--- src/rtl/mvm_host_driver_if.sv ---
// mvm_host_driver_if: host-side job/result streams plus the MVM control and
// data lines for the MVM host driver. The master modport is the host/MVM
// side. The slave modport is the driver.
interface mvm_host_driver_if #(
  parameter int B = 8
);
  logic                  in_valid;
  logic signed [B-1:0]   in_data;
  logic                  in_ready;
  logic                  out_valid;
  logic signed [2*B-1:0] out_data;
  logic                  out_ready;
  logic                  busy;
  logic                  err;
  logic                  mvm_loadMatrix;
  logic                  mvm_loadVector;
  logic                  mvm_start;
  logic signed [B-1:0]   mvm_data_in;
  logic                  mvm_done;
  logic signed [2*B-1:0] mvm_data_out;

  modport master (
    output in_valid, in_data, out_ready, mvm_done, mvm_data_out,
    input  in_ready, out_valid, out_data, busy, err,
           mvm_loadMatrix, mvm_loadVector, mvm_start, mvm_data_in
  );

  modport slave (
    input  in_valid, in_data, out_ready, mvm_done, mvm_data_out,
    output in_ready, out_valid, out_data, busy, err,
           mvm_loadMatrix, mvm_loadVector, mvm_start, mvm_data_in
  );
endinterface

--- src/rtl/mvm_host_driver.sv ---
// mvm_host_driver: accepts one K x K matrix-vector job over a stream, replays
// it to the MVM as contiguous bursts, captures the K results and streams them
// back. Every output is registered from the next-state decode, so a pulse is
// visible during the cycle spent in its state. Assumes K >= 2.
module mvm_host_driver #(
  parameter int K       = 20,
  parameter int B       = 8,
  parameter int OUT_LAT = 1,
  parameter int TIMEOUT = 1024
) (
  input  logic             clk,
  input  logic             reset,
  mvm_host_driver_if.slave bus
);

  localparam int KK   = K * K;
  localparam int JOB  = KK + K;
  localparam int CAP  = OUT_LAT - 1 + K;
  localparam int M1   = (JOB > TIMEOUT) ? JOB : TIMEOUT;
  localparam int MAXC = (M1 > CAP) ? M1 : CAP;
  localparam int CW   = $clog2(MAXC + 1);
  localparam int CW1  = CW + 1;
  localparam int JW   = $clog2(JOB);
  localparam int RW   = $clog2(K);

  localparam logic [CW-1:0] JOB_LAST = CW'(JOB - 1);
  localparam logic [CW-1:0] KK_LAST  = CW'(KK - 1);
  localparam logic [CW-1:0] K_LAST   = CW'(K - 1);
  localparam logic [CW-1:0] TO_LAST  = CW'(TIMEOUT - 1);
  localparam logic [CW-1:0] CAP_LAST = CW'(CAP - 1);
  localparam logic [CW-1:0] SKIP     = CW'(OUT_LAT - 1);
  localparam logic [CW:0]   LAT_C    = CW1'(OUT_LAT);

  typedef enum logic [3:0] {
    S_FILL, S_LDM, S_SENDM, S_LDV, S_SENDV,
    S_GAP, S_STRT, S_WAIT, S_CAPT, S_DRAIN
  } state_t;

  state_t                state, state_n;
  logic [CW-1:0]         cnt, cnt_n, cap_idx;
  logic [CW:0]           cnt_inc;
  logic                  err_r, err_n;
  logic                  store_job, store_res;
  logic                  in_ready_r, out_valid_r, busy_r;
  logic                  ldm_r, ldv_r, start_r;
  logic signed [B-1:0]   data_in_r;
  logic signed [2*B-1:0] out_data_r;
  logic signed [B-1:0]   jbuf [JOB];
  logic signed [2*B-1:0] res  [K];
  logic                  accept, take;

  assign accept = bus.in_valid && in_ready_r;
  assign take   = out_valid_r && bus.out_ready;

  assign bus.in_ready       = in_ready_r;
  assign bus.out_valid      = out_valid_r;
  assign bus.out_data       = out_data_r;
  assign bus.busy           = busy_r;
  assign bus.err            = err_r;
  assign bus.mvm_loadMatrix = ldm_r;
  assign bus.mvm_loadVector = ldv_r;
  assign bus.mvm_start      = start_r;
  assign bus.mvm_data_in    = data_in_r;

  // Next-state, counter and buffer-write decode; cnt restarts at 0 on every state exit.
  always_comb begin
    state_n   = state;
    cnt_n     = cnt;
    err_n     = err_r;
    store_job = 1'b0;
    store_res = 1'b0;
    cnt_inc   = {1'b0, cnt} + CW1'(1);
    cap_idx   = cnt - SKIP;
    case (state)
      S_FILL: begin
        if (accept) begin
          store_job = 1'b1;
          if (cnt == JOB_LAST) begin
            state_n = S_LDM;
            cnt_n   = '0;
          end else begin
            cnt_n = cnt + CW'(1);
          end
        end
      end
      S_LDM: state_n = S_SENDM;
      S_SENDM: begin
        if (cnt == KK_LAST) begin
          state_n = S_LDV;
          cnt_n   = '0;
        end else begin
          cnt_n = cnt + CW'(1);
        end
      end
      S_LDV: state_n = S_SENDV;
      S_SENDV: begin
        if (cnt == K_LAST) begin
          state_n = S_GAP;
          cnt_n   = '0;
        end else begin
          cnt_n = cnt + CW'(1);
        end
      end
      S_GAP:  state_n = S_STRT;
      S_STRT: state_n = S_WAIT;
      S_WAIT: begin
        if (bus.mvm_done) begin
          state_n = S_CAPT;
          cnt_n   = '0;
        end else if (cnt == TO_LAST) begin
          state_n = S_FILL;
          cnt_n   = '0;
          err_n   = 1'b1;
        end else begin
          cnt_n = cnt + CW'(1);
        end
      end
      S_CAPT: begin
        // The first OUT_LAT-1 cycles after done carry no result yet.
        store_res = (cnt_inc >= LAT_C);
        if (cnt == CAP_LAST) begin
          state_n = S_DRAIN;
          cnt_n   = '0;
        end else begin
          cnt_n = cnt + CW'(1);
        end
      end
      S_DRAIN: begin
        if (take) begin
          if (cnt == K_LAST) begin
            state_n = S_FILL;
            cnt_n   = '0;
          end else begin
            cnt_n = cnt + CW'(1);
          end
        end
      end
      default: begin
        state_n = S_FILL;
        cnt_n   = '0;
      end
    endcase
  end

  // Control state and registered outputs; reset drops every pulse on the next edge.
  always_ff @(posedge clk) begin
    if (reset) begin
      state       <= S_FILL;
      cnt         <= '0;
      err_r       <= 1'b0;
      in_ready_r  <= 1'b0;
      out_valid_r <= 1'b0;
      busy_r      <= 1'b0;
      ldm_r       <= 1'b0;
      ldv_r       <= 1'b0;
      start_r     <= 1'b0;
      data_in_r   <= '0;
    end else begin
      state       <= state_n;
      cnt         <= cnt_n;
      err_r       <= err_n;
      in_ready_r  <= (state_n == S_FILL);
      out_valid_r <= (state_n == S_DRAIN);
      busy_r      <= !((state_n == S_FILL) && (cnt_n == '0));
      ldm_r       <= (state_n == S_LDM);
      ldv_r       <= (state_n == S_LDV);
      start_r     <= (state_n == S_STRT);
      if (state_n == S_SENDM) begin
        data_in_r <= jbuf[cnt_n[JW-1:0]];
      end else if (state_n == S_SENDV) begin
        data_in_r <= jbuf[JW'(KK) + cnt_n[JW-1:0]];
      end
    end
  end

  // Job/result storage and the result output word; contents need no reset.
  always_ff @(posedge clk) begin
    if (store_job) begin
      jbuf[cnt[JW-1:0]] <= bus.in_data;
    end
    if (store_res) begin
      res[cap_idx[RW-1:0]] <= bus.mvm_data_out;
    end
    if (state_n == S_DRAIN) begin
      out_data_r <= res[cnt_n[RW-1:0]];
    end
  end

endmodule
--- src/flat_wrapper.sv ---
// flat-port wrapper written by rule: the top's interface ports become plain ports
module mvm_host_driver_flat 
#(
  parameter int K       = 20,
  parameter int B       = 8,
  parameter int OUT_LAT = 1,
  parameter int TIMEOUT = 1024
)
  (clk, reset, bus_in_valid, bus_in_data, bus_out_ready, bus_mvm_done, bus_mvm_data_out, bus_in_ready, bus_out_valid, bus_out_data, bus_busy, bus_err, bus_mvm_loadMatrix, bus_mvm_loadVector, bus_mvm_start, bus_mvm_data_in);
  mvm_host_driver_if #(.B(B)) bus_i ();
  input  logic clk;
  input  logic reset;
  input wire logic [$bits(bus_i.in_valid)-1:0] bus_in_valid;
  input wire logic [$bits(bus_i.in_data)-1:0] bus_in_data;
  input wire logic [$bits(bus_i.out_ready)-1:0] bus_out_ready;
  input wire logic [$bits(bus_i.mvm_done)-1:0] bus_mvm_done;
  input wire logic [$bits(bus_i.mvm_data_out)-1:0] bus_mvm_data_out;
  output wire logic [$bits(bus_i.in_ready)-1:0] bus_in_ready;
  output wire logic [$bits(bus_i.out_valid)-1:0] bus_out_valid;
  output wire logic [$bits(bus_i.out_data)-1:0] bus_out_data;
  output wire logic [$bits(bus_i.busy)-1:0] bus_busy;
  output wire logic [$bits(bus_i.err)-1:0] bus_err;
  output wire logic [$bits(bus_i.mvm_loadMatrix)-1:0] bus_mvm_loadMatrix;
  output wire logic [$bits(bus_i.mvm_loadVector)-1:0] bus_mvm_loadVector;
  output wire logic [$bits(bus_i.mvm_start)-1:0] bus_mvm_start;
  output wire logic [$bits(bus_i.mvm_data_in)-1:0] bus_mvm_data_in;
  assign bus_i.in_valid = bus_in_valid;
  assign bus_i.in_data = bus_in_data;
  assign bus_i.out_ready = bus_out_ready;
  assign bus_i.mvm_done = bus_mvm_done;
  assign bus_i.mvm_data_out = bus_mvm_data_out;
  assign bus_in_ready = bus_i.in_ready;
  assign bus_out_valid = bus_i.out_valid;
  assign bus_out_data = bus_i.out_data;
  assign bus_busy = bus_i.busy;
  assign bus_err = bus_i.err;
  assign bus_mvm_loadMatrix = bus_i.mvm_loadMatrix;
  assign bus_mvm_loadVector = bus_i.mvm_loadVector;
  assign bus_mvm_start = bus_i.mvm_start;
  assign bus_mvm_data_in = bus_i.mvm_data_in;
  mvm_host_driver #(.K(K), .B(B), .OUT_LAT(OUT_LAT), .TIMEOUT(TIMEOUT)) u_core (.clk(clk), .reset(reset), .bus(bus_i));
endmodule
--- config.mk ---
export PLATFORM = sky130hd
export DESIGN_NAME = mvm_host_driver_flat
export DESIGN_NICKNAME = d
export VERILOG_FILES = /design/src/rtl/mvm_host_driver_if.sv /design/src/rtl/mvm_host_driver.sv /design/src/flat_wrapper.sv
export SDC_FILE = /design/constraint.sdc
export NUM_CORES = 2
export LEC_CHECK = 0
export BUFFER_PORTS_ARGS = -buffer_cell sky130_fd_sc_hd__clkbuf_2
export CORE_MARGIN = 3
export CORE_UTILIZATION = 30
export CTS_BUF_LIST = sky130_fd_sc_hd__clkbuf_4
export DETAILED_ROUTE_END_ITERATION = 12
export PLACE_DENSITY_LB_ADDON = 0.25
export RECOVER_POWER = 25
export SLEW_MARGIN = 5
export SYNTH_ARGS = -nofsm -noshare
export SYNTH_HDL_FRONTEND = slang
export SYNTH_SLANG_ARGS = --single-unit
--- constraint.sdc ---
create_clock -name clk -period 4.9 [get_ports clk]
set_input_delay 0.49 -clock clk [delete_from_list [all_inputs] [get_ports clk]]
set_output_delay 0.49 -clock clk [all_outputs]
set_load 0.05 [all_outputs]
==> flow_metrics.py <==
metrics = {
    "routing": {
        "route.met3.wl_um": 54040,
        "highest_layer": "met5",
        "num_vias": 107200,
        "ant_nets": 0,
        "met2_length_um": 273800,
        "drt_iter0_drc": 13050,
        "wirelength_um": 607900,
        "wl_met1_um": 257300,
        "drt-pass1-iter-count": 8,
        "drc": 0,
        "drt-wirelength-per-cell_um": 30.19,
        "avgViaCountPerCell": 5.321,
    },
    "clocking": {
        "clock_latency_ns": 1.69,
        "cts-buffers-inserted": 1102,
        "cts_max_path_buffers": 5,
        "tritoncts": "built",
        "cts.clk_slew.worst_paths_ns": 0.06,
        "cts_root_buf": "clkbuf_4",
        "clkSinkCount": 3726,
        "cts_max_level": 7,
    },
    "synthesis": {
        "synth_area_per_cell_sq_um": 13.93,
        "ys_async_sr_fraction_pct": 0,
        "syn_area_sq_mm": 0.1519,
        "ys_types": 104,
        "synth.net_count": 10940,
        "synth-seq-cells": 3726,
        "ys_seq_area_share_pct": 73.45,
        "netlist_instances": 10900,
        "synthFlopType": "edfxtp_1",
        "ys.warnings.count": 0,
        "synth_edf_count": 3696,
    },
    "global_route": {
        "grt_pass1_vias": 103400,
        "antenna_found_initial": 41,
        "track_usage_pct": 22.87,
        "grt_start_max_net_pins": 146,
        "grt_pass1_wl_um": 831400,
        "overflow": 0,
    },
    "hold_path": {
        "hp-start": "bus_out_ready",
        "hold_path_end": "u_core.state[3]",
        "hold_path_depth": 6,
        "hold_path_class": "input pin to register",
    },
    "cells_and_area": {
        "fillers": 48970,
        "area.growth.synth_to_final_pct": 22.25,
        "fin_nets": 12830,
        "regArea_sq_mm": 0.1116,
        "multiInputGateArea_sq_mm": 0.03782,
        "drive_above_1_share_pct": 25.71,
    },
    "worst_setup_path": {
        "critPathKind": "register to register",
        "cp_cell_sequence": "buf_4, xor2_1, and2_4, a221o_1, buf_12, o31ai_4, buf_6, buf_8, buf_12, buf_12, buf_16, buf_12, mux2i_4, o22ai_2, nor4_4, nor2_4, mux4_2, and3_4, o41ai_4, buf_4, nand3_2",
        "r2r_setup_slack_ns": -0.05,
        "end_kind": "register",
        "required_ns": 6.35,
        "ff2ff_path_depth": 21,
        "timing.rr.start": "u_core.state[2]",
        "slowest_delay_ns": 0.51,
        "crit_arrival_ns": 6.40,
        "critPathLaunchType": "register",
        "cpMostUsedCell": "buf_12",
        "slowest_stage": "mux4_2",
        "cp_max_fo": 9,
        "rr_endpoint": "u_core.bus.mvm_data_in[1]",
    },
    "timing": {
        "layout_worst_path_cycle_share_pct": 101.0,
        "setup_viol": 18,
        "finalClockSkew_ns": 0.1950,
        "maxClockFrequency_mhz": 202.1,
        "final.min_clock_period_ns": 4.949,
        "finalHoldViolations": 0,
        "setup_ws_ns": -0.04861,
        "slew_headroom_pct": -237.8,
        "tightest_slew_ns": 5.067,
        "rsz0062_at_grt": "yes",
        "tns_ns": -0.2106,
        "finalMaxSlewViolations": 2253,
    },
    "job": {
        "maxCapViolations": 32,
    },
    "placed_design": {
        "port_buffers": 59,
        "routabilityCongestion": 0.9947,
        "place_ws_ns": -0.8877,
        "dp_hpwl_um": 390700,
    },
    "die": {
        "dieArea_sq_mm": 0.5150,
        "ios": 60,
        "core_area_sq_mm": 0.5029,
        "num_rows": 260,
        "die_width_um": 717.6,
        "fp.dieH_um": 717.6,
        "start_util_pct": 30.21,
    },
    "outcome": {
        "violations": "max-capacitance violations, max-slew violations, negative setup slack",
        "status": "finished, violations left",
    },
    "pwr": {
        "ir_worst_vdd_v": 0.0002521,
        "power_density_mw_per_mm2": 398.0,
        "leakage_nw": 64.40,
    },
}
layer usage:
metal,up-vias,track usage (%)
met5,-,0
met4,4,9.033
met3,1007,4.776
met2,5475,34.94
met1,54750,31.83
li1,45920,-
layout make-up:
| class | instances | share of cell area [%] |
|---|---|---|
| diodes | 24 | 0.03234 |
| clock buffers | 1602 | 6.476 |
| clock inverters | 143 | 0.4224 |
| inverters | 13 | 0.02762 |
| multi-input cells | 6401 | 20.36 |
| flip-flops and latches | 3726 | 60.09 |
| well taps | 6681 | 4.501 |
| repair buffers | 1548 | 8.090 |
layout by cell type (no fill, tap or decap), types with 23 or more instances in the layout:
master and count:
a211oi_1 58, a21oi_1 369, a221oi_1 48, a22o_1 25
a22oi_1 106, a311oi_1 27, a31oi_1 147, a32oi_1 76
and3_1 111, buf_12 234, buf_4 1105, buf_6 27
clkbuf_1 35, clkbuf_2 58, clkbuf_4 1603, clkinv_1 113
dfxtp_1 25, diode_2 24, dlygate4sd3_1 55, edfxtp_1 3696
mux2_2 28, mux2i_1 583, mux4_2 59, nand2_1 2208
nand3_1 834, nand4_1 81, nor2_1 588, nor2_2 26
nor3_1 70, nor4_1 24, o211ai_1 28, o21ai_0 127
o221ai_1 84, o22ai_1 144, or3_1 23
cell usage after synthesis (114+ instances only):
library cell  instances  share of area, %
buf_2               324               1.1
o21ai_0             149              0.49
a31oi_1             150              0.62
mux2i_1             597               3.9
a21oi_1             384               1.3
o22ai_1             152              0.63
clkbuf_1            256              0.63
a22oi_1             114              0.56
nand2_1            2219               5.5
nand3_1             854               2.8
edfxtp_1           3696                73
nor2_1              617               1.5
cells by family after synthesis:
kind of cell / Yosys count / share of synthesized area (%)
and+or+nand+nor: 4099 / 11.52
xor gates and xnor gates: 10 / 0.05766
buffers and inverters: 777 / 2.566
AOI/OAI and AO/OA: 1599 / 7.313
adders and majority gates: 8 / 0.06589
muxes: 685 / 5.023
DFF: 3726 / 73.45
sequential cells by signal, summed over array words and instances (netlist names), 4 cells and up:
name	flops
u_core.jbuf	3360
u_core.bus.mvm_data_in	8
u_core.bus.out_data	16
u_core.res	320
u_core.state	4
u_core.cnt	11
where the power goes:
| group | total (W) | internal (W) | switching [W] |
|---|---|---|---|
| combinational | 0.0105 | 0.00374 | 0.00675 |
| sequential | 0.0351 | 0.0351 | 0.00000480 |
| clock | 0.0283 | 0.0152 | 0.0131 |
| total | 0.0739 | 0.0541 | 0.0198 |
through the flow:
step | hold WS [ns] | cell area, sq um | total power [W] | std cells | util [%]
4_1_cts | 0.05441 | 185000 | 0.07422 | 20070 | 36.78
2_1_floorplan | 0.5816 | 151900 | 0.03980 | 10900 | -
3_5_place_dp | 0.6524 | 170400 | 0.04558 | 18220 | 33.89
3_3_place_gp | 0.6482 | 170400 | 0.04558 | 18220 | 33.89
5_1_grt | 0.2296 | 185700 | 0.07659 | 20130 | 36.92
6_report | 0.3232 | 185700 | 0.07391 | 20140 | 36.93
critical path, delay by kind of cell (launching register included):
kind / cells / cell delay, ns
AND/OR/NAND/NOR: 5 / 0.87
XOR/XNOR: 1 / 0.17
multiplexers: 2 / 0.74
AO/OA/AOI/OAI: 4 / 1.19
flip-flops: 1 / 0.37
buffers and inverters: 9 / 1.44
worst max-delay path by stage:
stage	from	cells after the start	slack [ns]	end
floorplan	u_core.cnt[0]	23	-0.03	u_core.bus.mvm_data_in[4]
global placement	bus_in_valid	20	-0.89	u_core.bus.mvm_data_in[7]
detailed placement	bus_in_valid	21	-0.89	u_core.bus.mvm_data_in[2]
CTS	u_core.state[3]	23	-0.004	u_core.bus.mvm_data_in[6]
global route	u_core.cnt[10]	21	-0.08	u_core.bus.mvm_data_in[1]
finish	u_core.state[2]	21	-0.05	u_core.bus.mvm_data_in[1]
timing repair:
item | 4_1_cts | 5_1_grt
hold buffers | 63 | 0
resized for setup | 83 | 175
pin swaps | 21 | 66
cloned | 8 | 5
buffers inserted | 38 | 43
endpoints found under the setup margin | 9 | 8
endpoints found under the hold margin | 3725 | 0
Power figures use the tool's default switching activity.
